[config.mk]
export PLATFORM = sky130hd
export DESIGN_NAME = cc_reg_cond
export DESIGN_NICKNAME = d
export VERILOG_FILES = /design/src/rtl/y86_pkg.sv /design/src/rtl/cond_eval.sv /design/src/rtl/cc_reg_cond.sv
export SDC_FILE = /design/constraint.sdc
export NUM_CORES = 1
export LEC_CHECK = 0
export CORE_AREA = 5 5 42 44
export CTS_CLUSTER_SIZE = 25
export DETAILED_ROUTE_END_ITERATION = 16
export DIE_AREA = 0 0 47 49
export GPL_TIMING_DRIVEN = 0
export PLACE_DENSITY_LB_ADDON = 0.05
export SETUP_SLACK_MARGIN = 0.3
export SYNTH_ARGS = -nofsm -noshare
export SYNTH_HDL_FRONTEND = slang
export SYNTH_SLANG_ARGS = --single-unit
[constraint.sdc]
create_clock -name clk -period 2 [get_ports clk]
set_clock_uncertainty 0.2 [all_clocks]
set_input_delay 0.3 -clock clk [delete_from_list [all_inputs] [get_ports clk]]
set_output_delay 0.3 -clock clk [all_outputs]
set_load 0.01 [all_outputs]
[src/rtl/y86_pkg.sv]
// Shared Y86 encodings: icodes, jXX/cmovXX ifuns, CC bit layout and reset value.
// Pure definitions; no logic, latency or flow control.
package y86_pkg;

  localparam int CC_W = 3;

  // Flag positions inside cc/alu_cc: {ZF,SF,OF}
  localparam int ZF_B = 2;
  localparam int SF_B = 1;
  localparam int OF_B = 0;

  localparam logic [CC_W-1:0] CC_RST = 3'b100;

  localparam logic [3:0] I_CMOV = 4'h2;
  localparam logic [3:0] I_OPQ  = 4'h6;
  localparam logic [3:0] I_JXX  = 4'h7;

  localparam logic [3:0] C_YES = 4'h0;
  localparam logic [3:0] C_LE  = 4'h1;
  localparam logic [3:0] C_L   = 4'h2;
  localparam logic [3:0] C_E   = 4'h3;
  localparam logic [3:0] C_NE  = 4'h4;
  localparam logic [3:0] C_GE  = 4'h5;
  localparam logic [3:0] C_G   = 4'h6;

endpackage

[src/rtl/cond_eval.sv]
// Evaluates a jXX/cmovXX ifun against a {ZF,SF,OF} flag triple.
// Purely combinational, zero latency; no flow control.
module cond_eval
  import y86_pkg::*;
(
  input  logic [3:0]      ifun,
  input  logic [CC_W-1:0] cc,
  output logic            cnd
);

  logic zf;
  logic lt;

  assign zf = cc[ZF_B];
  assign lt = cc[SF_B] ^ cc[OF_B];

  // Reserved and unknown ifuns fall to the default and never take
  always_comb begin
    cnd = 1'b0;
    case (ifun)
      C_YES:   cnd = 1'b1;
      C_LE:    cnd = lt | zf;
      C_L:     cnd = lt;
      C_E:     cnd = zf;
      C_NE:    cnd = ~zf;
      C_GE:    cnd = ~lt;
      C_G:     cnd = ~lt & ~zf;
      default: cnd = 1'b0;
    endcase
  end

endmodule

[src/rtl/cc_reg_cond.sv]
// Execute-stage CC register plus jXX/cmovXX condition, carried to memory in m_cnd.
// CC and m_cnd visible one cycle after their edge; e_stall holds both, m_bubble inserts a NOP.
module cc_reg_cond
  import y86_pkg::*;
(
  input  logic            clk,
  input  logic            rst,
  input  logic [3:0]      e_icode,
  input  logic [3:0]      e_ifun,
  input  logic [CC_W-1:0] alu_cc,
  input  logic            set_cc,
  input  logic            e_stall,
  input  logic            m_bubble,
  output logic [CC_W-1:0] cc,
  output logic            e_cnd,
  output logic            m_cnd,
  output logic            m_valid
);

  logic cc_we;
  logic is_cond_op;
  logic cnd_raw;

  // Equality compares keep an unknown icode from writing CC
  assign cc_we = (e_icode == I_OPQ) && set_cc && !e_stall;

  always_comb begin
    is_cond_op = 1'b0;
    case (e_icode)
      I_JXX, I_CMOV: is_cond_op = 1'b1;
      default:       is_cond_op = 1'b0;
    endcase
  end

  // Condition is taken from the registered flags, never from this cycle's ALU output
  cond_eval u_cond_eval (
    .ifun (e_ifun),
    .cc   (cc),
    .cnd  (cnd_raw)
  );

  assign e_cnd = is_cond_op ? cnd_raw : 1'b0;

  always_ff @(posedge clk or posedge rst) begin
    if (rst) begin
      cc <= CC_RST;
    end else if (cc_we) begin
      cc <= alu_cc;
    end
  end

  // Stall outranks bubble so a held instruction is never squashed
  always_ff @(posedge clk or posedge rst) begin
    if (rst) begin
      m_cnd   <= 1'b0;
      m_valid <= 1'b0;
    end else if (e_stall) begin
      m_cnd   <= m_cnd;
      m_valid <= m_valid;
    end else if (m_bubble) begin
      m_cnd   <= 1'b0;
      m_valid <= 1'b0;
    end else begin
      m_cnd   <= e_cnd;
      m_valid <= 1'b1;
    end
  end

endmodule
Yosys cells after proc, flatten, opt, wreduce, memory -nomap -nowiden
Cells that the tools add are included.
{"block": "op_classes", "muxes": 5, "n_shift": 0, "n_bitwise": 5, "eq_ne": 9, "magnitude_cmp": 0, "reduce_logical": 5, "n_mul": 0, "addsub": 0, "div": 0}
{"operator": "$eq 4x3->1 const B", "n": 5}
{"operator": "$eq 4x2->1 const B", "n": 3}
{"operator": "$pmux 1 s7", "n": 1}
{"operator": "$eq 4x1->1 const B", "n": 1}
{"operator": "$logic_not 4->1", "n": 1}
{"operator": "$mux 1", "n": 4}
{"operator": "$logic_and 1x1->1", "n": 2}
{"operator": "$not 1->1", "n": 2}
{"operator": "$reduce_or 2->1", "n": 1}
{"operator": "$and 1x1->1", "n": 1}
{"operator": "$logic_not 1->1", "n": 1}
{"operator": "$or 1x1->1", "n": 1}
{"operator": "$xor 1x1->1", "n": 1}
{"block": "totals", "ram_bits": 0, "latchBits": 0, "output_inout_bits": 6, "word_cells": 27, "regBits": 5, "mem_bits_ro": 0, "inputBits": 16, "memories": 0}

Longest topological paths before layout
Gate-level depths: netlist (run 1).
{"block": "depth", "word_depth": 6, "depth_mapped": 3, "depth_no_buf": 3}

Hierarchy
Synthesis (run 1) repeated with hierarchy kept, for this count alone.
{"block": "unflattened", "hier_cells": 27, "area_unflattened_um2": 310.3}
{"mod": "cc_reg_cond", "instances": 1, "seq_area_each_um2": 126.4, "cells_per_inst": 17, "area_each_um2": 229.0}
{"mod": "cond_eval", "instances": 1, "seq_area_each_um2": 0.0, "cells_per_inst": 10, "area_each_um2": 81.3}

Worst setup path before layout (run 1)
Ideal clock, no wire load.
{"block": "synth_path", "path_kind": "register -> output", "startpoint": "register cc[2]", "endpoint": "output port e_cnd", "path_slack_ns": 0.143, "path_stages_with_launch": 4, "required_time_ns": 1.500, "n_path_buf": 0, "arrival_time_ns": 1.357, "path_cell_list": "dfstp_2 > and2b_4 > a211o_1 > nor3_1"}
{"block": "synth_via", "elab_chain_cells": 4, "elab_cells_between_ends": 5, "cone_classes": "mux: 2; bitwise: 3"}
{"element": "from (decl)", "line_no": "cc_reg_cond.sv:14", "rtl": "output logic [CC_W-1:0] cc,"}
{"element": "from (signal assigned)", "line_no": "cc_reg_cond.sv:48", "rtl": "cc <= alu_cc;"}
{"element": "$not 1->1", "line_no": "cond_eval.sv:25, cond_eval.sv:27"}
{"element": "$and 1x1->1", "line_no": "cond_eval.sv:27", "rtl": "C_G: cnd = ~lt & ~zf;"}
{"element": "$pmux 1 s7 *", "line_no": "cond_eval.sv:20", "rtl": "case (ifun)"}
{"element": "$mux 1 *", "line_no": "cc_reg_cond.sv:42", "rtl": "assign e_cnd = is_cond_op ? cnd_raw : 1'b0;"}
{"element": "to (decl)", "line_no": "cc_reg_cond.sv:15", "rtl": "output logic e_cnd,"}
Every way passes the cells marked *; elsewhere a longest branch is shown, timed or not.

Worst setup path after layout (run 1)
Same ends and word-level chain as after synthesis.

==> metrics.yaml, run 1 <==
status: "finished clean"
use_met3_pct: 3.321
crit_start: "cc[2]"
vias: 304
busiest_layer: "met2"
drc: 0
yosysWarnings: 0
cp-end-kind: "primary output"
num_rows: 14
cp_max_fo: 2
synth_area_um2: 316.6
clockBufferDepth: 2
rrSetupSlack_ns: 0.07
min_path_type: "input port to asynchronous set/reset pin"
drt-wirelength-per-cell_um: 12.68
clk_latency_ns: 0.23
irDropWorstVdd_mv: 0.3350
slew_headroom_pct: 80.88
drv_slew: 0
syn_nets: 44
nets: 73
r2r_cells: 5
synth.avg_cell_area_um2: 11.31
cts_buffers: 3
path_clk_slew_ns: 0.04
portBuffers: 21
preCtsSetupSlack_ns: -0.5702
htreeDepth: 1
crit_type: "register to primary output"
hold_violations: 0
wl_um: 913
cts_tree: "done"
power.density_nw_per_um2: 613.3
first_pass_iters: 2
synth.top_cell.area_share_pct: 31.62
syn2layout_area_growth_pct: 87.75
use_met1_pct: 8.725
ctsRootBufferMaster: "clkbuf_4"
grt_pass1_vias: 360
setup-violations-final: 0
gr-usage-met2_pct: 15.84
rsz0062_at_grt: "true"
crit_arrival_ns: 1.49
initial_utilization_pct: 22.59
reg2reg_to: "m_cnd"
drtIter0Drc: 1
antenna_found_initial: 0
worstSetupStartpointType: "register"
grt_max_degree: 6
grt_pass1_wl_mm: 1.518
min_period_over_period_pct: 99.50
die_h_um: 49
nFillCells: 153
setup.worst_path.end: "e_cnd"
n_antenna_cell: 0
post-dp-hpwl_um: 774.8
maxCapViolations: 0
clock-sinks: 5
yosys.area.top_type: "dfrtp_1"
grt_overflow: 0
gp_congestion: 0.6585
setup_slack_ns: 0.01006
vias_per_cell: 4.222
die_x_um: 47
yosys.cell_types.count: 20
critPathRequiredTime_ns: 1.50
coreArea_um2: 1401
cts_hold_buf: 0
finalCriticalPeriod_ns: 1.990
ant_nets: 0
syn_inst: 28
synthTopCellsByArea: "dfrtp_1 (32%), mux2_2 (11%), dfstp_2 (8.3%)"
track_usage_pct: 9.419
ys_ff_latch: 5
ys_seq_area_share_pct: 39.92
ios: 22
r2r-start: "cc[2]"
worstMarginPinSlew_ns: 0.2836
holdWs_ns: 0.05857
dieArea_um2: 2303
drive_gt1_share_pct: 28.57
max_freq_ghz: 0.5025
leakage_nw: 0.3031
-- Yosys cell counts (all sizes together) --
cell and n:
dfrtp 4, inv 3, mux2 3, mux2i 2, a211o 1, a21oi 1
and2b 1, and4bb 1, dfstp 1, nand2 1, nand3b 1, nor2b 1
nor3 1, o211a 1, o31ai 1, o41ai 1, or2 1, or3b 1
xnor2 1, xor2 1
-- metrics by stage --
| step | util, % | std cells | setup TNS (ns) | power [mW] | instance area [µm²] |
|---|---|---|---|---|---|
| after floorplan | - | 28 | 0 | 0.1851 | 321.6 |
| after global placement | 39.38 | 65 | -0.5486 | 0.2544 | 551.8 |
| after detailed placement | 39.38 | 65 | -0.6627 | 0.2579 | 551.8 |
| after CTS | 41.52 | 71 | -0.01795 | 0.3763 | 581.8 |
| after global routing | 42.41 | 72 | -0.05844 | 0.3952 | 594.3 |
| final | 42.41 | 72 | 0 | 0.3645 | 594.3 |
-- flip-flops by register name, indices dropped and copies added (netlist names) --
| name | cells |
|---|---|
| m_valid | 1 |
| m_cnd | 1 |
| cc | 3 |
-- how the worst min path moves through the flow --
stage          startpoint      end  slack (ns)  cells after the start
2_1_floorplan         rst    cc[0]       -0.12                      1
3_3_place_gp        m_cnd    m_cnd        0.28                      2
3_5_place_dp        m_cnd    m_cnd        0.30                      2
4_1_cts               rst    cc[0]        0.06                      2
5_1_grt               rst  m_valid        0.06                      2
6_report              rst    cc[0]        0.06                      2
-- worst max-delay path, stage by stage, from the launching register on --
cell and delay, ns:
dfstp_2 0.52, and2b_4 0.18, a211o_1 0.31, nor3_2 0.10, buf_2 0.15
-- placed cells by master (no fill, tap or decap) --
cell and count:
clkdlybuf4s50_1 13, dlygate4sd2_1 5, dfrtp_1 4, mux2_2 3, inv_1 3, clkbuf_4 3
buf_4 3, mux2i_1 2, dlymetal6s2s_1 2, and4bb_2 1, nand3b_1 1, xnor2_1 1
o31ai_1 1, a21oi_1 1, and2b_4 1, xor2_1 1, or3b_1 1, a211o_1 1
nor2b_1 1, o211a_1 1, nor3_2 1, or2_2 1, nand2_1 1, o41ai_2 1
dfstp_2 1, clkbuf_1 1, buf_2 1
-- final cells by class --
class | count | area [µm²] | area share (%)
Clock buffer | 4 | 26.28 | 4.421
Inverter | 3 | 11.26 | 1.895
Multi-Input combinational cell | 20 | 183.9 | 30.95
Sequential cell | 5 | 126.4 | 21.26
Tap cell | 16 | 20.02 | 3.368
Timing Repair Buffer | 24 | 226.5 | 38.11
-- routing by layer --
metal  share of wire, %  up-vias
li1                   -      157
met2                 57       10
met4                  0        0
met1                 34      137
met3                8.9        0
met5                  0        -
-- logic make-up after synthesis --
| group | after synthesis | synth area share (%) |
|---|---|---|
| buf+inv | 3 | 3.557 |
| xor+xnor | 2 | 5.535 |
| mux | 5 | 17.00 |
| compound gates | 5 | 15.02 |
| simple gates | 8 | 18.97 |
| flops | 5 | 39.92 |
-- report_power, final --
part,switching [mW],internal [mW],leakage [nW]
clock,0.0369,0.0751,0.0150
sequential,0.00974,0.119,0.0615
combinational,0.0465,0.0775,0.227
total,0.0931,0.271,0.303
-- what timing repair did --
| action | in CTS | in global routing |
|---|---|---|
| resized for setup | 9 | 2 |
| setup endpoints to repair | 3 | 4 |
| setup buffers | 2 | 1 |
| pin swaps | 3 | 2 |
(Power assumes the default switching activity.)
==> inputs of run 2 (changes only) <==
- clock period: 2 -> 2.3 ns (I/O delays scaled with it)
==> metrics.yaml, run 2 (same netlist as run 1, synthesis figures left out) <==
min_period_over_period_pct: 88.82
dpl_cell_area_um2: 546.8
rsz0062_at_grt: "true"
ios: 22
nFillCells: 145
grt_max_degree: 6
num_rows: 14
coreArea_um2: 1401
cts_hold_buf: 0
wl_um: 859
die_h_um: 49
crit_type: "input port to primary output"
track_usage_pct: 8.357
drive_gt1_share_pct: 28.57
min_path_type: "input port to asynchronous set/reset pin"
crit_arrival_ns: 1.50
leakage_nw: 0.2745
cts_tree: "done"
vias: 319
holdWs_ns: 0.09986
first_pass_iters: 4
hold_violations: 0
drtIter0Drc: 2
dieArea_um2: 2303
cp-end-kind: "primary output"
n_antenna_cell: 0
post-dp-hpwl_um: 699.6
ant_nets: 0
die_x_um: 47
gp_congestion: 0.6764
layout_common_cells: "clkdlybuf4s50_1 (15), dlygate4sd2_1 (5), dfrtp_1 (4)"
syn2layout_area_growth_pct: 86.17
stdcell_area_um2: 589.3
clk_latency_ns: 0.23
ctsRootBufferMaster: "clkbuf_4"
max_freq_ghz: 0.4895
drc: 0
cp_max_fo: 2
crit_start: "e_ifun[3]"
critPathRequiredTime_ns: 1.75
drv_slew: 0
dp.cells: 65
slew_headroom_pct: 81.57
power.density_nw_per_um2: 546.0
finalCriticalPeriod_ns: 2.043
fin_cells: 72
clock-sinks: 5
final_common_cell: "clkdlybuf4s50_1"
htreeDepth: 1
top_regs: "cc (3), m_cnd (1), m_valid (1)"
clockBufferDepth: 2
drt-wirelength-per-cell_um: 11.93
top_register: "cc"
nets: 73
portBuffers: 21
status: "finished clean"
worstSetupStartpointType: "input port"
antenna_found_initial: 0
cts_buffers: 3
grt_pass1_vias: 347
largest_reg_flops: 3
path_clk_slew_ns: 0.04
setup-violations-final: 0
grt_overflow: 0
grt_pass1_wl_mm: 1.380
irDropWorstVdd_mv: 0.2198
vias_per_cell: 4.431
r2r-start: "cc[2]"
post-route-util_pct: 42.05
initial_utilization_pct: 22.59
maxCapViolations: 0
worstMarginPinSlew_ns: 0.2764
[run 2: per-stage QoR]
| stage | TNS [ns] | setup slack [ns] | total power [mW] |
|---|---|---|---|
| after floorplan | 0 | 0.3977 | 0.1598 |
| after global placement | -0.3946 | -0.3946 | 0.2202 |
| after detailed placement | -0.4233 | -0.4233 | 0.2227 |
| after CTS | 0 | 0.2396 | 0.3290 |
| after global routing | 0 | 0.2223 | 0.3405 |
| final | 0 | 0.2572 | 0.3218 |
[run 2: critical path, stage by stage]
cell and delay, ns:
dlygate4sd2_1 0.23, or3b_1 0.37, a211o_1 0.30, nor3_2 0.10
buf_2 0.15
[run 2: cell type report]
type                       count  area [µm²]  area share (%)
sequential                     5       126.4           21.44
tap                           16       20.02           3.397
timing repair buffer          24       221.5           37.58
multi-input combinational     20       183.9           31.21
inverter                       3       11.26           1.911
clock buffer                   4       26.28           4.459
[run 2: routing by layer]
layer / vias to the layer above / track usage, % / share of wire [%]
li1: 157 / - / -
met1: 148 / 8.725 / 33
met2: 14 / 13.80 / 56
met3: 0 / 1.107 / 11
met4: 0 / 6.912 / 0
met5: - / 0 / 0
[run 2: final timing paths]
kind	to	slack (ns)	cells past startpoint
setup / recovery	e_cnd	0.26	5
hold / removal	m_valid	0.1	2
setup reg to reg	m_cnd	0.45	5
hold reg to reg	m_cnd	0.28	2
max in group asynchronous	cc[2]	1.57	2
min in group clk	m_cnd	0.28	2
[run 2: power by group]
part	internal (mW)	leakage, nW	switching, mW
Sequential	0.103	0.0615	0.00873
Combinational	0.0711	0.198	0.0411
Clock	0.0653	0.0150	0.0322
[run 2: timing repair]
action,in CTS,in global routing
buffers inserted,2,1
resized for setup,10,0
gates cloned,0,0
pin swaps,3,2
endpoints found under the setup margin,1,1
==> inputs of run 3 (changes only) <==
- clock period: 2.3 -> 2.1 ns (I/O delays scaled with it)
==> metrics.yaml, run 3 (same netlist as run 1, synthesis figures left out) <==
multi_input_area_um2: 192.7
nets: 74
cts_hold_buf: 0
ios: 22
preCtsSetupSlack_ns: -0.4987
drv_slew: 0
worstSetupStartpointType: "register"
num_rows: 14
hold_violations: 0
htreeDepth: 1
top_register: "cc"
portBuffers: 21
first_pass_iters: 2
cp-end-kind: "primary output"
die_h_um: 49
dpl_cell_area_um2: 551.8
drc: 0
path_buf_inv: 1
nFillCells: 150
post-route-util_pct: 43.48
syn2layout_area_growth_pct: 92.49
grt_max_degree: 6
holdWs_ns: 0.07360
final_common_cell: "clkdlybuf4s50_1"
min_path_type: "input port to asynchronous set/reset pin"
fin_cells: 73
finalCriticalPeriod_ns: 1.980
tns_ns: 0
cts_buffers: 3
power_mw: 0.3587
clk_latency_ns: 0.23
power.internal_mw: 0.2651
setup-violations-final: 0
grt_pass1_vias: 371
setup_slack_ns: 0.1197
ctsRootBufferMaster: "clkbuf_4"
crit_slowest_cell: "dfstp_2"
status: "finished clean"
largest_reg_flops: 3
rsz0062_at_grt: "true"
path_cells: "and2b_4 > a211o_1 > nor3_2 > buf_2"
path_clk_slew_ns: 0.04
crit_family: "flip-flops"
top_regs: "cc (3), m_cnd (1), m_valid (1)"
clock-sinks: 5
critPathRequiredTime_ns: 1.58
coreArea_um2: 1401
p_clk_share_pct: 29.7
min_period_over_period_pct: 94.30
antenna_found_initial: 0
die_x_um: 47
p_sw_share_pct: 26.11
ant_nets: 0
n_antenna_cell: 0
cp_max_fo: 2
max_freq_ghz: 0.5050
seq_area_um2: 126.4
seq_power_share_pct: 34.2
track_usage_pct: 9.632
initial_utilization_pct: 22.59
drive_gt1_share_pct: 33.33
grt_overflow: 0
stdcell_area_um2: 609.3
dp.cells: 65
slew_headroom_pct: 80.56
vias: 313
vias_per_cell: 4.288
critical_path.max_stage_delay_ns: 0.52
power_frac_comb_pct: 36.1
worstMarginPinSlew_ns: 0.2884
layout_common_cells: "clkdlybuf4s50_1 (14), dfrtp_1 (4), dlygate4sd2_1 (4), buf_4 (4)"
wl_um: 954
dieArea_um2: 2303
crit_type: "register to primary output"
gp_congestion: 0.6587
irDropWorstVdd_mv: 0.3199
clockBufferDepth: 2
crit_arrival_ns: 1.47
grt_pass1_wl_mm: 1.559
drtIter0Drc: 1
maxCapViolations: 0
power.density_nw_per_um2: 588.7
switching_power_mw: 0.09366
leakage_nw: 0.2905
cts_tree: "done"
drt-wirelength-per-cell_um: 13.07
## run 3: final timing paths
kind	startpoint	endpoint	slack, ns	cells after the start
min in group clk	m_cnd	m_cnd	0.31	2
worst min-delay path	rst	cc[0]	0.07	2
worst max-delay path	cc[2]	e_cnd	0.12	4
worst min register to register	m_cnd	m_cnd	0.31	2
max in group asynchronous	rst	cc[2]	1.39	2
worst max register to register	cc[2]	m_cnd	0.20	5
## run 3: power by group through the flow
stage / combinational [mW] / clock, mW / sequential (mW)
floorplan: 0.0445 / 0 / 0.132
global placement: 0.116 / 0 / 0.126
detailed placement: 0.118 / 0 / 0.128
CTS: 0.122 / 0.113 / 0.123
global route: 0.140 / 0.123 / 0.125
finish: 0.129 / 0.107 / 0.123
## run 3: layout make-up
cell class	count	area share (%)
Clock buffer	4	4.312
Inverter	3	1.848
Multi-Input combinational cell	20	31.62
Sequential cell	5	20.74
Tap cell	16	3.285
Timing Repair Buffer	25	38.19
## run 3: per-layer routing
metal | up-vias | GRT usage, % | part of all wire, %
li1 | 159 | - | -
met1 | 144 | 9.620 | 34
met2 | 10 | 15.84 | 59
met3 | 0 | 2.952 | 7.1
met4 | 0 | 6.912 | 0
met5 | - | 0 | 0
## run 3: what timing repair did
| action | 4_1_cts | 5_1_grt |
|---|---|---|
| gates resized for setup | 9 | 4 |
| endpoints found under the hold margin | 0 | 0 |
| buffers inserted | 2 | 2 |
| setup endpoints to repair | 3 | 2 |
| gates cloned | 0 | 0 |
| pin swaps | 3 | 5 |
